$ cat src/rtl/overflow_counter.sv
// Registered up/down accumulator with wrap or saturating arithmetic,
// overflow/underflow pulses, sticky flags and a saturating event count.
//
// Ports:
//   clk, reset       - clock and synchronous active-high reset
//   en, up, step     - advance by step this cycle, up=1 adds, up=0 subtracts
//   satMode          - 1 clamps at the bounds, 0 wraps modulo 2^WIDTH
//   load, loadValue  - load a new count (takes priority over en)
//   clearFlags       - clear sticky flags and the event count
//   count            - registered counter value
//   overflowPulse    - high one cycle after an upward crossing of the max
//   underflowPulse   - high one cycle after a downward crossing of zero
//   overflowSticky   - held high after any overflow until cleared
//   underflowSticky  - held high after any underflow until cleared
//   eventCount       - overflow+underflow events, saturating at all-ones
module overflow_counter #(
    parameter int WIDTH     = 8,
    parameter int STEP_W    = 4,
    parameter int EVT_W     = 4,
    parameter int RESET_VAL = 0
) (
    input  logic              clk,
    input  logic              reset,
    input  logic              en,
    input  logic              up,
    input  logic [STEP_W-1:0] step,
    input  logic              satMode,
    input  logic              load,
    input  logic [WIDTH-1:0]  loadValue,
    input  logic              clearFlags,
    output logic [WIDTH-1:0]  count,
    output logic              overflowPulse,
    output logic              underflowPulse,
    output logic              overflowSticky,
    output logic              underflowSticky,
    output logic [EVT_W-1:0]  eventCount
);

    localparam logic [WIDTH-1:0] RST_COUNT = WIDTH'(RESET_VAL);

    logic [WIDTH:0]      step_ext;
    logic [WIDTH:0]      sum;
    logic [WIDTH:0]      diff;
    logic                advance;
    logic                ovf;
    logic                unf;
    logic                evt;
    logic [WIDTH-1:0]    count_nxt;
    logic                ovf_sticky_nxt;
    logic                unf_sticky_nxt;
    logic [EVT_W-1:0]    evt_cnt_nxt;

    always_comb begin
        step_ext       = (WIDTH+1)'(step);
        sum            = {1'b0, count} + step_ext;
        diff           = {1'b0, count} - step_ext;
        // load wins over en, so a step is only applied without load
        advance        = en & ~load;
        // carry/borrow out of the extended result marks the crossing;
        // a clamped counter re-crosses on every further attempt
        ovf            = advance & up & sum[WIDTH];
        unf            = advance & ~up & diff[WIDTH];
        evt            = ovf | unf;

        count_nxt      = count;
        if (load) begin
            count_nxt = loadValue;
        end else if (en) begin
            if (up) begin
                if (ovf && satMode) begin
                    count_nxt = '1;
                end else begin
                    count_nxt = sum[WIDTH-1:0];
                end
            end else begin
                if (unf && satMode) begin
                    count_nxt = '0;
                end else begin
                    count_nxt = diff[WIDTH-1:0];
                end
            end
        end

        // a new event on the clearing edge survives the clear
        ovf_sticky_nxt = ovf | (overflowSticky & ~clearFlags);
        unf_sticky_nxt = unf | (underflowSticky & ~clearFlags);

        evt_cnt_nxt    = eventCount;
        if (clearFlags) begin
            evt_cnt_nxt = EVT_W'(evt);
        end else if (evt && !(&eventCount)) begin
            evt_cnt_nxt = eventCount + 1'b1;
        end
    end

    always_ff @(posedge clk) begin
        if (reset) begin
            count           <= RST_COUNT;
            overflowPulse   <= 1'b0;
            underflowPulse  <= 1'b0;
            overflowSticky  <= 1'b0;
            underflowSticky <= 1'b0;
            eventCount      <= '0;
        end else begin
            count           <= count_nxt;
            overflowPulse   <= ovf;
            underflowPulse  <= unf;
            overflowSticky  <= ovf_sticky_nxt;
            underflowSticky <= unf_sticky_nxt;
            eventCount      <= evt_cnt_nxt;
        end
    end

endmodule

$ cat config.mk
export PLATFORM = sky130hd
export DESIGN_NAME = overflow_counter
export DESIGN_NICKNAME = d
export VERILOG_FILES = /design/src/rtl/overflow_counter.sv
export SDC_FILE = /design/constraint.sdc
export NUM_CORES = 1
export LEC_CHECK = 0
export CAP_MARGIN = 40
export CORE_MARGIN = 2
export CORE_UTILIZATION = 50
export DETAILED_ROUTE_END_ITERATION = 10
export PLACE_DENSITY = 0.84
export SETUP_SLACK_MARGIN = 0.02
export SLEW_MARGIN = 10
export SYNTH_ARGS = -nofsm -noshare
export SYNTH_HDL_FRONTEND = slang
export SYNTH_SLANG_ARGS = --single-unit
$ cat constraint.sdc
create_clock -name clk -period 5 [get_ports clk]
set_input_delay 1 -clock clk [delete_from_list [all_inputs] [get_ports clk]]
set_output_delay 1 -clock clk [all_outputs]
set_load 0.05 [all_outputs]
==> impl_results.md, run 1 <==
* Share of cells above drive strength 1 at 3.77%
* Final number of setup-violating endpoints at 0
* First-pass GRT wire length at 6.66 mm
* Largest net degree at the start of global routing at 22
* DR iter-0 viols at 117
* Hold Crit Class: flop to flop
* Slowest cell on the critical path: o311ai_2
* Critical Path AT at 3.50 ns
* Post-synth top cells: 18 x a21oi_1, 16 x dfxtp_1, 14 x nor2_1
* First-pass detailed-route iteration total at 5
* # IOs at 35
* Final Cycle Share at 65.5%
* FF+latch count, synth at 16
* Die Wd at 57.6 um
* GRT Overall Usage at 25.8%
* Starting Density at 52.6%
* CP startpoint kind: primary input
* R2r setup slk at 2.50 ns
* CTS Hold Buffers Added at 0
* Library cells used by synthesis at 52
* Skew-Pair Late Insertion Delay at 0.32 ns
* DIE HEIGHT at 57.6 um
* Synth Area per Inst at 7.82 um^2
* Critical path buffer and inverter count at 1
* Crit Path Max Fanout at 8
* Max cap viols at 0
* Dominant cell type by area after synthesis: dfxtp_1
* Status: completed
* RSZ-0062 raised after global routing: false
* Initial antenna violation count at 0
* Drt wl/cell at 16.3 um
* Max Freq at 306 MHz
* Critical path cell sequence: clkdlybuf4s50_1, ha_1, fa_1, nor2b_1, o311ai_2, nor3_1, o21bai_1, o31a_1
* Post-synth EDFFs at 0
* Fill cells at 233
* PD cells at 218 nW/um^2
* Cell Rows at 19
* Core area at 2730 um^2
* Max H-tree Level at 1
* Port Buffer Count at 34
* Final Hold Viols at 0
* Vias per inst at 6.46
* Clk slew on worst S/H paths at 0.12 ns
* Slew margin rel. at 53.7%
* Die ar. at 3320 um^2
* Detail Placement HPWL at 2.94 mm
* Most common cell in the synthesized netlist: a21oi_1
* Multi-input logic area at 1020 um^2
* Synth area leaders: dfxtp_1 22%, ha_1 7.8%, a21oi_1 6.3%, nor2b_1 3.9%, o21ai_0 3.8%
* Post-Route Skew at 0.0254 ns
* Post-synth top flop: dfxtp_1
* Post-synthesis cell count at 184
* Vias in the first global route at 1451
* Endpoint type of the worst setup path: flop
* Setup repair bufs after CTS at 0
* ANT cells at 0
* Clk buf depth at 2
* Critical path class: primary input to flop
* Synth Cell Area at 1440 um^2
* FF+latch area at 320 um^2
* DRC Markers at 0
* Vias at 1570
* Delay-heaviest family, CP: compound AO/OA/AOI/OAI gates
* Req. time, crit path at 5.23 ns
* Slew @ Worst Pin at 0.692 ns
* Worst vdd ir at 0.000162 V
* Final wirelength at 3.96 mm
* CP max stage delay at 0.53 ns
* Area delta synth->final at 25.7%
* CTS Root Buffer Type: clkbuf_4
* CTS Sinks at 16
* Async SR Flop Fraction at 0%
* CTS resizes at 0
* Synth Net Count at 214
* Post-DRT Antenna Nets at 0
* Final slew viol count at 0
* Shortest period the worst path allows at 3.27 ns
* Yosys top cell area share at 22.3%
* CTS tree: built
* Gr ovfl total at 0
* Total CTS buffers at 3
* Final Core Density at 66.1%
* YS warnings at 0
* NumNets Final at 243
* Leak at 0.666 nW
* Register area share after synthesis at 22.3%
* Setup TNS at 0 ns
* GP Congestion at 0.969
[kinds of logic (layout without fill, tap and decap cells)]
group / count (synthesis) / in the layout / share of synthesized area [%]
AO/OA/AOI/OAI: 73 / 73 / 35.9
XOR/XNOR: 2 / 2 / 1.22
adder cells (fa/ha/maj): 11 / 11 / 10.6
buffers and inverters: 23 / 51 / 6.61
flip-flops: 16 / 16 / 22.3
multiplexers: 2 / 2 / 1.39
AND/OR/NAND/NOR: 57 / 57 / 22.0
[state kept, by name, indices dropped and copies added (netlist names)]
signal	cells
count	8
eventCount	4
overflowPulse	1
overflowSticky	1
underflowPulse	1
underflowSticky	1
[layer usage]
metal	vias to the layer above	share of wire, %	GRT usage, %	wire, um
li1	749	-	-	-
met2	79	45	39.4	1790
met4	0	2.4	15.0	97
met5	-	0	0	0
met1	731	44	34.3	1730
met3	11	8.7	4.69	346
[tightest hold or removal path, delay by kind of cell, from the launching register on]
| family | cells | cell delay [ns] |
|---|---|---|
| flops | 1 | 0.34 |
| compound gates | 2 | 0.17 |
[where the power goes]
part / switching (W) / total, W / internal, W
combinational: 0.0000886 / 0.000153 / 0.0000642
clock: 0.0000496 / 0.0000942 / 0.0000446
sequential: 0.0000133 / 0.000147 / 0.000133
total: 0.000152 / 0.000394 / 0.000242
[layout by cell type, fill, tap and decap left out, types with 3 or more instances in the layout]
cell type        Yosys  final
clkdlybuf4s50_1      0     34
a21oi_1             18     18
dfxtp_1             16     16
nor2_1              14     14
inv_1               13     13
o21ai_0             11     11
nor2b_1              9      9
nand2_1              9      9
ha_1                 9      9
nor3_1               6      6
nand2b_1             4      4
o31ai_1              4      4
or4_1                4      4
o211ai_1             4      4
a211oi_1             4      4
nand3_1              3      3
a31oi_1              3      3
o31a_1               3      3
clkbuf_4             0      3
[area by class of cell]
type	instances	share of cell area, %
inverters	13	2.70
clock buffers	4	2.01
repair buffers	34	18.8
well taps	31	2.15
flip-flops and latches	16	17.7
multi-input cells	145	56.6
[worst paths after layout]
path | start | endpoint | depth (start not counted)
max | step[0] | count[5] | 8
min | eventCount[1] | eventCount[1] | 2
max reg2reg | count[0] | eventCount[3] | 9
min reg2reg | eventCount[1] | eventCount[1] | 2
[per-stage QoR]
step | worst slack (ns) | power (W) | std cells | area, um^2 | hold slack, ns
global placement | 1.48 | 0.000296 | 239 | 1770 | 0.504
floorplan | 2.17 | 0.000251 | 184 | 1440 | 0.733
finish | 1.73 | 0.000394 | 243 | 1810 | 0.555
detailed placement | 1.42 | 0.000299 | 239 | 1770 | 0.539
CTS | 1.77 | 0.000393 | 243 | 1810 | 0.556
global route | 1.57 | 0.000411 | 243 | 1810 | 0.597
(Power assumes the default switching activity.)
==> run 2, diff against run 1 <==
- CORE_UTILIZATION: 50 -> 45
- PLACE_DENSITY: 0.84 -> 0.8
- clock period: 5 -> 2.84 ns (I/O delays scaled with it)
==> run 2 against run 1 <==
Effect of this change: worst hold slack got worse by 0.010 ns; largest cell class unchanged; clock skew shrank 0.0092 ns; combinational power up 100%; register-to-register slack got worse by 2.0 ns; die area is 10% higher; sequential share of layout area decreased by 1.7 points; core utilization down 0.80 points; critical path type unchanged; sequential power increased by 72%; final cell count is 14% higher.
==> impl_results.md, run 2 (synthesized netlist as in run 1, its figures left out) <==
* Status: completed
* Gr ovfl total at 0 (unchanged)
* Largest Register: count
* Max H-tree Level at 1 (unchanged)
* GP Congestion at 0.923 (-4.7%)
* Share of cells above drive strength 1 at 13.2% (+9.5 points)
* DIE HEIGHT at 60.5 um (+5.0%)
* Critical path buffer and inverter count at 2 (+1)
* PD cells at 365 nW/um^2 (+68%)
* GRT Overall Usage at 24.3% (-1.5 points)
* Port Buffer Count at 34 (unchanged)
* Hold path startpoint: eventCount[1]
* Area delta synth->final at 38.6%
* First-pass detailed-route iteration total at 4 (-1)
* Critical path class: primary input to flop
* DR iter-0 viols at 73 (-38%)
* Final Core Density at 65.3% (-0.80 points)
* Vias in the first global route at 1395 (-3.9%)
* Post-Route Skew at 0.0162 ns (-0.00920 ns)
* Critical path cell sequence: clkdlybuf4s50_1, ha_1, inv_1, fa_1, a21o_1, a2111oi_1, mux2i_1, o32a_1, o41ai_1
* Max reg flops at 8 (unchanged)
* Die ar. at 3670 um^2 (+10%)
* RSZ-0062 raised after global routing: false
* Crit Path Max Fanout at 3 (-5)
* CP startpoint kind: primary input
* Cell Rows at 20 (+1)
* Inst Count DP at 274 (+15%)
* Leak at 0.772 nW (+16%)
* Hold WS at 0.545 ns (-0.0105 ns)
* DRC Markers at 0 (unchanged)
* Max Freq at 369 MHz
* Setup TNS at 0 ns (unchanged)
* Skew-Pair Late Insertion Delay at 0.31 ns (about the same)
* Vias per inst at 5.79 (-10%)
* Post-DRT Antenna Nets at 0 (unchanged)
* Total CTS buffers at 3 (unchanged)
* # IOs at 35 (unchanged)
* Delay-heaviest family, CP: compound AO/OA/AOI/OAI gates
* Largest registers: count (8), eventCount (4)
* Initial antenna violation count at 0 (unchanged)
* Slowest cell on the critical path: a2111oi_1
* Drt wl/cell at 14.9 um (-8.6%)
* Core area at 3050 um^2 (+12%)
* RR Startpoint: count[0]
* Max cap viols at 0 (unchanged)
* Detail Placement HPWL at 3.05 mm (+3.6%)
* Req. time, crit path at 3.06 ns (-2.17 ns)
* Critical Path AT at 2.93 ns (-0.57 ns)
* Shortest period the worst path allows at 2.71 ns
* Commonest cells after routing, fill and taps aside: 34 x clkdlybuf4s50_1, 22 x buf_4, 17 x a21oi_1, 16 x dfxtp_1, 14 x nor2_1
* Final Cycle Share at 95.4%
* Slew @ Worst Pin at 0.585 ns (-0.107 ns)
* CTS tree: built
* Final Hold Viols at 0 (unchanged)
* Clk slew on worst S/H paths at 0.12 ns (about the same)
* Hold Crit Class: flop to flop
* Starting Density at 47.1% (-5.5 points)
* Fill cells at 289 (+24%)
* ANT cells at 0 (unchanged)
* CTS Sinks at 16 (unchanged)
* Largest net degree at the start of global routing at 20 (-9.1%)
* Slew margin rel. at 60.7% (+7.0 points)
* NumNets Final at 265 (+9.1%)
* Finished Layout Cells at 278 (+14%)
* Die Wd at 60.5 um (+5.0%)
* Final wirelength at 4.14 mm (+4.6%)
* CTS Root Buffer Type: clkbuf_4
* First-pass GRT wire length at 6.73 mm (+1.1%)
* Final slew viol count at 0 (unchanged)
* Clk buf depth at 2 (unchanged)
* Endpoint type of the worst setup path: flop
* Worst vdd ir at 0.000195 V (+20%)
* Final number of setup-violating endpoints at 0 (unchanged)
* Commonest non-fill, non-tap cell in the layout: clkdlybuf4s50_1
* Vias at 1609 (+2.5%)
* Critical path startpoint: step[0]
* CP max stage delay at 0.50 ns (-0.03 ns)
run 2: cell count changes in the layout (fill, tap and decap cells not counted), sizes merged:
cell	before	now
buf	0	22
run 2: final timing paths:
check                   to  slack, ns  cells past startpoint
max               count[6]       0.13                      9
min          eventCount[1]       0.54                      2
max reg2reg       count[6]       0.48                      9
min reg2reg  eventCount[1]       0.54                      2
run 2: final cells by class:
| class | instances | area (um^2) | area share, % |
|---|---|---|---|
| multi-input combinational | 145 | 1030 | 51.6 |
| timing repair buffer | 56 | 505 | 25.3 |
| sequential | 16 | 320 | 16.1 |
| tap | 44 | 55.1 | 2.76 |
| inverter | 13 | 48.8 | 2.45 |
| clock buffer | 4 | 36.3 | 1.82 |
run 2: repair_timing:
action / CTS / global route
resized for setup: 0 / 2
setup buffers: 0 / 0
endpoints found under the setup margin: 0 / 2
hold buffers: 0 / 0
run 2: report_power, final:
part           leakage [nW]  switching [W]  internal [W]
Clock                0.0210      0.0000880     0.0000782
Combinational         0.620       0.000167      0.000142
Sequential            0.131      0.0000184      0.000235
run 2: tightest hold or removal path: cells and delay by family (launching register included):
kind	cells	cell delay, ns
DFF	1	0.35
AOI/OAI and AO/OA	2	0.16
run 2: routing by layer:
metal  wire length (um)  GRT usage [%]  vias up
met4                 39           9.01        0
met5                  0              0        -
met3                275           1.92        4
met1               1850           34.1      740
met2               1980           39.3       70
li1                   -              -      795
run 2: through the flow:
step	setup WS [ns]	power [W]	cell area, um^2
after floorplan	0.422	0.000442	1440
after global placement	-0.0813	0.000555	1950
after detailed placement	-0.132	0.000561	1950
after CTS	0.161	0.000726	1990
after global routing	0.0602	0.000769	1990
final	0.130	0.000729	1990
==> run 3, diff against run 2 <==
- CORE_UTILIZATION: 45 -> 53
- MAX_ROUTING_LAYER: default -> met4
- PLACE_DENSITY: 0.8 -> 0.88
- clock period: 2.84 -> 3.2 ns (I/O delays scaled with it)
==> run 3 against run 2 <==
Effect of this change: register-to-register slack gained 0.30 ns; worst hold slack better by 0.013 ns; global-route usage grew 5.4 points; core utilization rose by 9.0 points; critical endpoint is now eventCount[3]; largest cell class unchanged; largest power group unchanged.
==> impl_results.md, run 3 (synthesized netlist as in run 1, its figures left out) <==
* # IOs at 35 (unchanged)
* DIE HEIGHT at 56.1 um (-7.3%)
* Crit Path Max Fanout at 6 (+3)
* Busiest grt layer: met2
* CTS resizes at 0 (unchanged)
* Critical path class: primary input to flop
* Final Power at 0.000630 W (-14%)
* Largest registers: count (8), eventCount (4)
* Die ar. at 3150 um^2 (-14%)
* Hold path cells at 2 (unchanged)
* Post-DRT Antenna Nets at 0 (unchanged)
* Clock share of power at 24.2% (+1.4 points)
* Commonest cells after routing, fill and taps aside: 34 x clkdlybuf4s50_1, 18 x a21oi_1, 16 x dfxtp_1, 14 x nor2_1, 13 x inv_1
* RSZ-0062 raised after global routing: false
* Multi-input logic area at 1020 um^2 (-0.49%)
* Req. time, crit path at 3.46 ns (+0.40 ns)
* R2R depth at 8 (-1)
* Vias per inst at 6.49 (+12%)
* Setup repair bufs after CTS at 0 (unchanged)
* Drt wl/cell at 17.4 um (+17%)
* CTS tree: built
* Final Hold Viols at 0 (unchanged)
* Finished Layout Cells at 251 (-9.7%)
* Endpoint type of the worst setup path: flop
* Core area at 2520 um^2 (-17%)
* Final slew viol count at 0 (unchanged)
* Sw frac at 38.7% (+1.2 points)
* CTS Root Buffer Type: clkbuf_4
* Max H-tree Level at 1 (unchanged)
* Detail Placement HPWL at 3.25 mm (+6.6%)
* Setup TNS at 0 ns (unchanged)
* Commonest non-fill, non-tap cell in the layout: clkdlybuf4s50_1
* Flop pwr share at 36.3% (+1.5 points)
* Post-Route Skew at 0.0112 ns (-0.00499 ns)
* P_int at 0.000386 W (-15%)
* Leak at 0.708 nW (-8.3%)
* Vias at 1629 (+1.2%)
* First-pass detailed-route iteration total at 8 (+4)
* Total CTS buffers at 3 (unchanged)
* Skew-Pair Late Insertion Delay at 0.31 ns (about the same)
* Vias in the first global route at 1679 (+20%)
* Die Wd at 56.1 um (-7.3%)
* Slew margin rel. at 57.4% (-3.3 points)
* PD cells at 336 nW/um^2 (-8.0%)
* Hold Crit Class: flop to flop
* Cell Rows at 18 (-10%)
* CTS Sinks at 16 (unchanged)
* Post-route cell area at 1870 um^2 (-6.0%)
* Starting Density at 57.0% (+9.9 points)
* First-pass GRT wire length at 7.38 mm (+9.6%)
* Placed Area at 1840 um^2 (-5.9%)
* Max reg flops at 8 (unchanged)
* Fill cells at 195 (-33%)
* CP startpoint kind: primary input
* ANT cells at 0 (unchanged)
* NumNets Final at 252 (-4.9%)
* Largest Register: count
* Grt met2 use at 49.1% (+9.8 points)
* M1 GR Usage at 34.9% (+0.81 points)
* Final number of setup-violating endpoints at 0 (unchanged)
* FF+latch area at 320 um^2 (unchanged)
* DR iter-0 viols at 101 (+38%)
* Area delta synth->final at 30.3%
* Port Buffer Count at 34 (unchanged)
* Initial antenna violation count at 0 (unchanged)
* Final wirelength at 4.37 mm (+5.4%)
* Clk buf depth at 2 (unchanged)
* Max Freq at 348 MHz
* Critical Path AT at 3.13 ns (+0.20 ns)
* Max cap viols at 0 (unchanged)
* Met3 GRT Util at 5.12% (+3.2 points)
* Largest net degree at the start of global routing at 20 (unchanged)
* GRT Overall Usage at 29.7% (+5.4 points)
* CTS Hold Buffers Added at 0 (unchanged)
* Slew @ Worst Pin at 0.634 ns (+0.0491 ns)
* Clk slew on worst S/H paths at 0.12 ns (about the same)
* Final Cycle Share at 89.9%
* Shortest period the worst path allows at 2.88 ns
* Share of cells above drive strength 1 at 7.69% (-5.6 points)
* GP Congestion at 0.980 (+6.2%)
* Status: completed
* Combinational Power Share at 39.5% (-2.9 points)
* Worst vdd ir at 0.000319 V (+63%)
* DRC Markers at 0 (unchanged)
* Switching Power at 0.000244 W (-11%)
* Gr ovfl total at 0 (unchanged)
* Inst Count DP at 247 (-9.9%)
## run 3: changes by cell type in the layout (fill, tap and decap cells not counted)
cell,delta
a2111oi_1,-1
a21oi_1,+1
buf_4,-13
a2111oi_0,+1
a21oi_2,-1
## run 3: per-layer routing
| layer | part of all wire [%] | vias up |
|---|---|---|
| met3 | 10 | 14 |
| met5 | 0 | - |
| li1 | - | 770 |
| met2 | 47 | 111 |
| met1 | 40 | 734 |
| met4 | 2.3 | 0 |
## run 3: stage by stage
stage / hold WS (ns) / setup slack, ns / util (%)
after detailed placement: 0.532 / 0.0830 / 72.9
after CTS: 0.548 / 0.386 / 74.3
after floorplan: 0.733 / 0.731 / -
final: 0.558 / 0.323 / 74.3
after global placement: 0.507 / 0.160 / 72.9
after global routing: 0.600 / 0.208 / 74.3
## run 3: critical path, stage by stage
cell	delay, ns
clkdlybuf4s50_1	0.49
ha_1	0.18
fa_1	0.21
nor2b_1	0.27
o311ai_2	0.18
buf_4	0.23
o21a_4	0.21
or4_1	0.54
a21boi_1	0.16
## run 3: power by group through the flow
stage                     sequential [W]  clock, W  combinational, W
after floorplan                 0.000256         0          0.000136
after global placement          0.000232         0          0.000238
after detailed placement        0.000233         0          0.000244
after CTS                       0.000228  0.000148          0.000245
after global routing            0.000232  0.000155          0.000270
final                           0.000229  0.000152          0.000249
## run 3: path summary, 6_finish.rpt
check / to / startpoint / slack, ns
worst max-delay path: eventCount[3] / step[0] / 0.32
worst min-delay path: eventCount[3] / eventCount[3] / 0.56
worst max register to register: eventCount[3] / count[0] / 0.78
worst min register to register: eventCount[3] / eventCount[3] / 0.56
## run 3: cell type report
type | count | area share, %
Timing Repair Buffer | 43 | 21.8
Clock buffer | 4 | 1.94
Inverter | 13 | 2.60
Sequential cell | 16 | 17.1
Multi-Input combinational cell | 145 | 54.6
Tap cell | 30 | 2.00
